$ cat src/rtl/pe_pool_seq_ctrl.sv
// Sequencer for one PE_POOL job: loads T weights, streams W windows of T activation beats, then POOL_FIN.
// Packet outputs are registered, so a beat accepted at an edge is on the packet in the following cycle.
module pe_pool_seq_ctrl #(
    parameter int DATA_WID = 8,
    parameter int ICP_NUM  = 4,
    parameter int ADDR_B   = 4,
    parameter int CAP_B    = 9
) (
    input  logic                        clk,
    input  logic                        reset,
    input  logic                        start,
    input  logic [ADDR_B-1:0]           taps_cfg,
    input  logic [3:0]                  win_cfg,
    input  logic                        w_valid,
    output logic                        w_ready,
    input  logic [DATA_WID-1:0]         w_data,
    input  logic                        a_valid,
    output logic                        a_ready,
    input  logic [ICP_NUM*DATA_WID-1:0] a_data,
    output logic [1:0]                  pe_state,
    output logic [ICP_NUM*DATA_WID-1:0] pe_a,
    output logic [DATA_WID-1:0]         wrb_data,
    output logic [ADDR_B-1:0]           wrb_addr,
    output logic [ICP_NUM-1:0]          wrb,
    output logic [ADDR_B-1:0]           rdb_addr,
    output logic                        busy,
    output logic                        done
);

    typedef enum logic [2:0] {
        S_IDLE,
        S_LOAD_W,
        S_STREAM,
        S_POOL,
        S_DONE
    } state_t;

    localparam logic [1:0] PK_INVALID  = 2'd0;
    localparam logic [1:0] PK_VALID    = 2'd1;
    localparam logic [1:0] PK_CNN_FIN  = 2'd2;
    localparam logic [1:0] PK_POOL_FIN = 2'd3;
    localparam logic [ADDR_B-1:0] CAP_V = ADDR_B'(CAP_B);

    state_t                      state, state_nxt;
    logic [ADDR_B-1:0]           taps_r, taps_nxt, taps_sat, t_last;
    logic [ADDR_B-1:0]           wcnt, wcnt_nxt, tap, tap_nxt;
    logic [3:0]                  wins_r, wins_nxt, win, win_nxt;
    logic [1:0]                  pe_state_nxt;
    logic [ICP_NUM*DATA_WID-1:0] pe_a_nxt;
    logic [DATA_WID-1:0]         wrb_data_nxt;
    logic [ADDR_B-1:0]           wrb_addr_nxt, rdb_addr_nxt;
    logic [ICP_NUM-1:0]          wrb_nxt;
    logic                        done_nxt;
    logic                        w_acc, a_acc;

    // Handshake readies come straight from the state register, so they switch on the same edge as the state.
    assign w_ready  = (state == S_LOAD_W);
    assign a_ready  = (state == S_STREAM);
    assign busy     = (state != S_IDLE);
    assign w_acc    = w_valid && w_ready;
    assign a_acc    = a_valid && a_ready;
    assign t_last   = taps_r - ADDR_B'(1);
    assign taps_sat = (taps_cfg == '0)   ? ADDR_B'(1) :
                      (taps_cfg > CAP_V) ? CAP_V      : taps_cfg;

    always_comb begin
        state_nxt    = state;
        taps_nxt     = taps_r;
        wins_nxt     = wins_r;
        wcnt_nxt     = wcnt;
        tap_nxt      = tap;
        win_nxt      = win;
        pe_state_nxt = PK_INVALID;
        pe_a_nxt     = '0;
        wrb_nxt      = '0;
        wrb_data_nxt = wrb_data;
        wrb_addr_nxt = wrb_addr;
        rdb_addr_nxt = rdb_addr;
        done_nxt     = 1'b0;
        case (state)
            S_IDLE: begin
                if (start) begin
                    taps_nxt  = taps_sat;
                    wins_nxt  = (win_cfg == 4'd0) ? 4'd1 : win_cfg;
                    wcnt_nxt  = '0;
                    tap_nxt   = '0;
                    win_nxt   = '0;
                    state_nxt = S_LOAD_W;
                end
            end
            S_LOAD_W: begin
                if (w_acc) begin
                    wrb_nxt      = '1;
                    wrb_data_nxt = w_data;
                    wrb_addr_nxt = wcnt;
                    if (wcnt == t_last) begin
                        wcnt_nxt  = '0;
                        state_nxt = S_STREAM;
                    end else begin
                        wcnt_nxt = wcnt + ADDR_B'(1);
                    end
                end
            end
            S_STREAM: begin
                if (a_acc) begin
                    pe_a_nxt     = a_data;
                    rdb_addr_nxt = tap;
                    if (tap == t_last) begin
                        pe_state_nxt = PK_CNN_FIN;
                        tap_nxt      = '0;
                        // Closing the last window ends streaming; a_ready drops on this edge.
                        if (win == wins_r - 4'd1) begin
                            win_nxt   = '0;
                            state_nxt = S_POOL;
                        end else begin
                            win_nxt = win + 4'd1;
                        end
                    end else begin
                        pe_state_nxt = PK_VALID;
                        tap_nxt      = tap + ADDR_B'(1);
                    end
                end
            end
            S_POOL: begin
                pe_state_nxt = PK_POOL_FIN;
                rdb_addr_nxt = '0;
                state_nxt    = S_DONE;
            end
            S_DONE: begin
                done_nxt  = 1'b1;
                state_nxt = S_IDLE;
            end
            default: state_nxt = S_IDLE;
        endcase
    end

    always_ff @(posedge clk) begin
        if (!reset) begin
            state    <= S_IDLE;
            taps_r   <= '0;
            wins_r   <= '0;
            wcnt     <= '0;
            tap      <= '0;
            win      <= '0;
            pe_state <= PK_INVALID;
            pe_a     <= '0;
            wrb      <= '0;
            wrb_data <= '0;
            wrb_addr <= '0;
            rdb_addr <= '0;
            done     <= 1'b0;
        end else begin
            state    <= state_nxt;
            taps_r   <= taps_nxt;
            wins_r   <= wins_nxt;
            wcnt     <= wcnt_nxt;
            tap      <= tap_nxt;
            win      <= win_nxt;
            pe_state <= pe_state_nxt;
            pe_a     <= pe_a_nxt;
            wrb      <= wrb_nxt;
            wrb_data <= wrb_data_nxt;
            wrb_addr <= wrb_addr_nxt;
            rdb_addr <= rdb_addr_nxt;
            done     <= done_nxt;
        end
    end

endmodule

$ cat config.mk
export PLATFORM = sky130hd
export DESIGN_NAME = pe_pool_seq_ctrl
export DESIGN_NICKNAME = d
export VERILOG_FILES = /design/src/rtl/pe_pool_seq_ctrl.sv
export SDC_FILE = /design/constraint.sdc
export NUM_CORES = 1
export LEC_CHECK = 0
export BUFFER_PORTS_ARGS = -buffer_cell sky130_fd_sc_hd__buf_2
export CORE_UTILIZATION = 50
export DETAILED_ROUTE_END_ITERATION = 6
export GPL_ROUTABILITY_DRIVEN = 0
export HOLD_SLACK_MARGIN = 0.12
export PLACE_DENSITY = 0.82
export SLEW_MARGIN = 10
export SYNTH_ARGS = -nofsm -noshare
export SYNTH_HDL_FRONTEND = slang
export SYNTH_SLANG_ARGS = --single-unit
export TNS_END_PERCENT = 5
$ cat constraint.sdc
create_clock -name clk -period 5.3 [get_ports clk]
set_input_delay 0.265 -clock clk [delete_from_list [all_inputs] [get_ports clk]]
set_output_delay 0.265 -clock clk [all_outputs]
set_load 0.005 [all_outputs]
==> results_dict.tcl <==
set metrics [dict create \
    hp-start "a_data[26]" \
    synth_cell_types 42 \
    nets 475 \
    synth_commonest_cells "dfxtp_1 (75), nand2_1 (48), and3_1 (33)" \
    grt_setup_unrepaired "false" \
    synth_top_area_cell "dfxtp_1" \
    netlist.area_leader.share 0.507 \
    post_cts.repair.setup_buffers 0 \
    synthTopCellsByArea "dfxtp_1 (51%), and3_1 (7.0%), nand2_1 (6.1%)" \
    worst_slew_pin_slew_ps 1080 \
    cts_buffers 9 \
    grt_use_total 0.219 \
    cp-start-kind "flip-flop" \
    vias_per_cell 5.16 \
    grt_pass1_wl_um 10600 \
    syn-cell-area_um2 2960 \
    core_area_um2 5610 \
    fin_skew_ps 7.52 \
    cp-end-kind "flip-flop" \
    r2r_start "taps_r[0]$_SDFFE_PN0P_" \
    clock-sinks 75 \
    post_synth.cell_area_avg_um2 9.29 \
    holdPathStages 2 \
    maxCapViolations 0 \
    rows 27 \
    firstDrtPassIters 4 \
    fin_tns_setup_ps 0 \
    clk_latency_ps 340 \
    rrSetupSlack_ps 2980 \
    diodes 0 \
    start_util 0.528 \
    area_growth_pct 26.1 \
    synth_async_sr_flop_share 0 \
    cp.arrival_ps 2600 \
    yosys_warnings 0 \
    path_max_fanout 5 \
    drtIter0Drc 117 \
    cts_tree "yes" \
    synth-seq-area-share 0.507 \
    antenna_found_initial 0 \
    ctsHoldBuffers 0 \
    chipWidth_um 79.0 \
    drtAntennaViolNets 0 \
    min_to "pe_a[26]$_SDFF_PN0_" \
    routed_wirelength_um 6410 \
    fill_cells 464 \
    relSlewSlack 0.282 \
    max_freq_ghz 0.431 \
    die_y_um 79.0 \
    grt_max_degree 56 \
    startpoint "taps_r[0]$_SDFFE_PN0P_" \
    synth_fp_nets 377 \
    synth-main-ff-cell "dfxtp_1" \
    synth_edf_count 0 \
    wl_per_cell_um 13.0 \
    cp.required_ps 5580 \
    via_count 2549 \
    path_clk_slew_ps 80 \
    pre_cts_ws_ps 2880 \
    min_period_ps 2320 \
    finalSetupViolCount 0 \
    power-per-cell-area_nw_per_um2 417 \
    cts.htree.levels 3 \
    clk_root_buffer_cell "clkbuf_8" \
    timing.rr.end "state[0]$_SDFFE_PN0P_" \
    p_leak_nw 1.81 \
    clock_path_buffers 2 \
    drcViolationCount 0 \
    hold_viol 0 \
    ys_ff_latch 75 \
    status "finished clean" \
    finalCritPeriodShare 0.438 \
    overflow 0 \
    portBuffers 110 \
    cts_resized 0 \
    dp_hpwl_um 4500 \
    yosysMostFrequentCell "dfxtp_1" \
    drive_above_1_share 0.320 \
    ir_worst_vdd_uv 221 \
    dieArea_um2 6240 \
    ios 111 \
    synthCells 319 \
    worstRegToRegCells 7 \
    grt_pass1_vias 2379 \
    hp-class "input port to flip-flop" \
    fin_ws_ps 2980 \
    drv_slew 0 \
    path_class "flip-flop to flip-flop" \
]
-- critical path: stages, from the launching register on --
cell,delay [ps]
dfxtp_1,430
inv_1,90
ha_1,330
xor2_1,160
nand3_1,180
o21ai_0,530
or4b_1,480
nand2_1,70
-- layer usage --
metal | global-route usage | wire, µm
met1 | 0.276 | 2970
met2 | 0.343 | 2840
met3 | 0.0598 | 465
met4 | 0.107 | 142
met5 | 0 | 0
-- worst max path at each step --
stage	end	slack (ps)	depth (start not counted)
after global routing	state[0]$_SDFFE_PN0P_	2800	7
after global placement	tap[3]$_SDFFE_PN0P_	2890	5
final	state[0]$_SDFFE_PN0P_	2980	7
after CTS	state[0]$_SDFFE_PN0P_	3000	7
after detailed placement	tap[3]$_SDFFE_PN0P_	2880	5
after floorplan	state[0]$_SDFFE_PN0P_	3310	7
-- logic make-up after synthesis --
kind of cell               Yosys count  share of synthesized area
buffers and inverters               29                     0.0414
xor gates and xnor gates            18                     0.0604
muxes                                6                     0.0203
DFF                                 75                      0.507
AOI/OAI and AO/OA                   48                      0.106
adders and majority gates            5                     0.0211
and+or+nand+nor                    138                      0.244
-- sequential cells by signal, summed over array words and instances, names as in the netlist --
register / cells
done: 1
pe_a: 32
pe_state: 2
rdb_addr: 4
state: 3
tap: 4
taps_r: 4
wcnt: 4
win: 4
wins_r: 4
wrb: 1
wrb_addr: 4
wrb_data: 8
-- power breakdown --
group          switching (mW)  internal (mW)
Combinational           0.218          0.170
Clock                   0.208          0.293
Sequential             0.0530          0.615
-- layout by cell type (no fill, tap or decap), types with 2 or more instances in the layout --
master | synthesis | routed
a211oi_1 | 3 | 3
a21oi_1 | 23 | 23
a2bb2oi_1 | 3 | 3
a31o_2 | 4 | 4
and2_1 | 3 | 3
and3_1 | 33 | 33
buf_2 | 2 | 110
bufinv_16 | 0 | 2
clkbuf_8 | 0 | 11
dfxtp_1 | 75 | 75
ha_1 | 5 | 5
inv_1 | 6 | 6
mux2i_1 | 6 | 6
nand2_1 | 48 | 48
nand2b_1 | 2 | 2
nand3_1 | 8 | 8
nand3b_1 | 6 | 6
nand4b_1 | 3 | 3
nor2_1 | 16 | 16
nor3_1 | 7 | 7
nor3_2 | 2 | 2
nor3b_1 | 2 | 2
o211ai_1 | 2 | 2
o21ai_0 | 3 | 3
o31ai_1 | 3 | 3
or3_1 | 2 | 2
or4_1 | 2 | 2
xnor2_1 | 11 | 11
xor2_1 | 5 | 5
-- per-stage QoR --
| stage | area [µm²] | utilization | total power [mW] | hold WS [ps] | cells |
|---|---|---|---|---|---|
| global placement | 3500 | 0.625 | 1.05 | 440 | 478 |
| finish | 3740 | 0.666 | 1.56 | 157 | 494 |
| global route | 3740 | 0.666 | 1.65 | 141 | 494 |
| floorplan | 2960 | - | 0.954 | 401 | 319 |
| CTS | 3740 | 0.666 | 1.57 | 143 | 494 |
| detailed placement | 3500 | 0.625 | 1.06 | 446 | 478 |
-- cell type report --
class                      count  area (µm²)  share of cell area
multi-input combinational    215        1340               0.358
tap                           72        90.1              0.0241
sequential                    75        1500               0.402
inverter                       6        22.5             0.00603
clock buffer                  11         151              0.0405
clock inverter                 5        82.6              0.0221
timing repair buffer         110         551               0.147
Note: power is estimated with default switching activity, not from simulation.
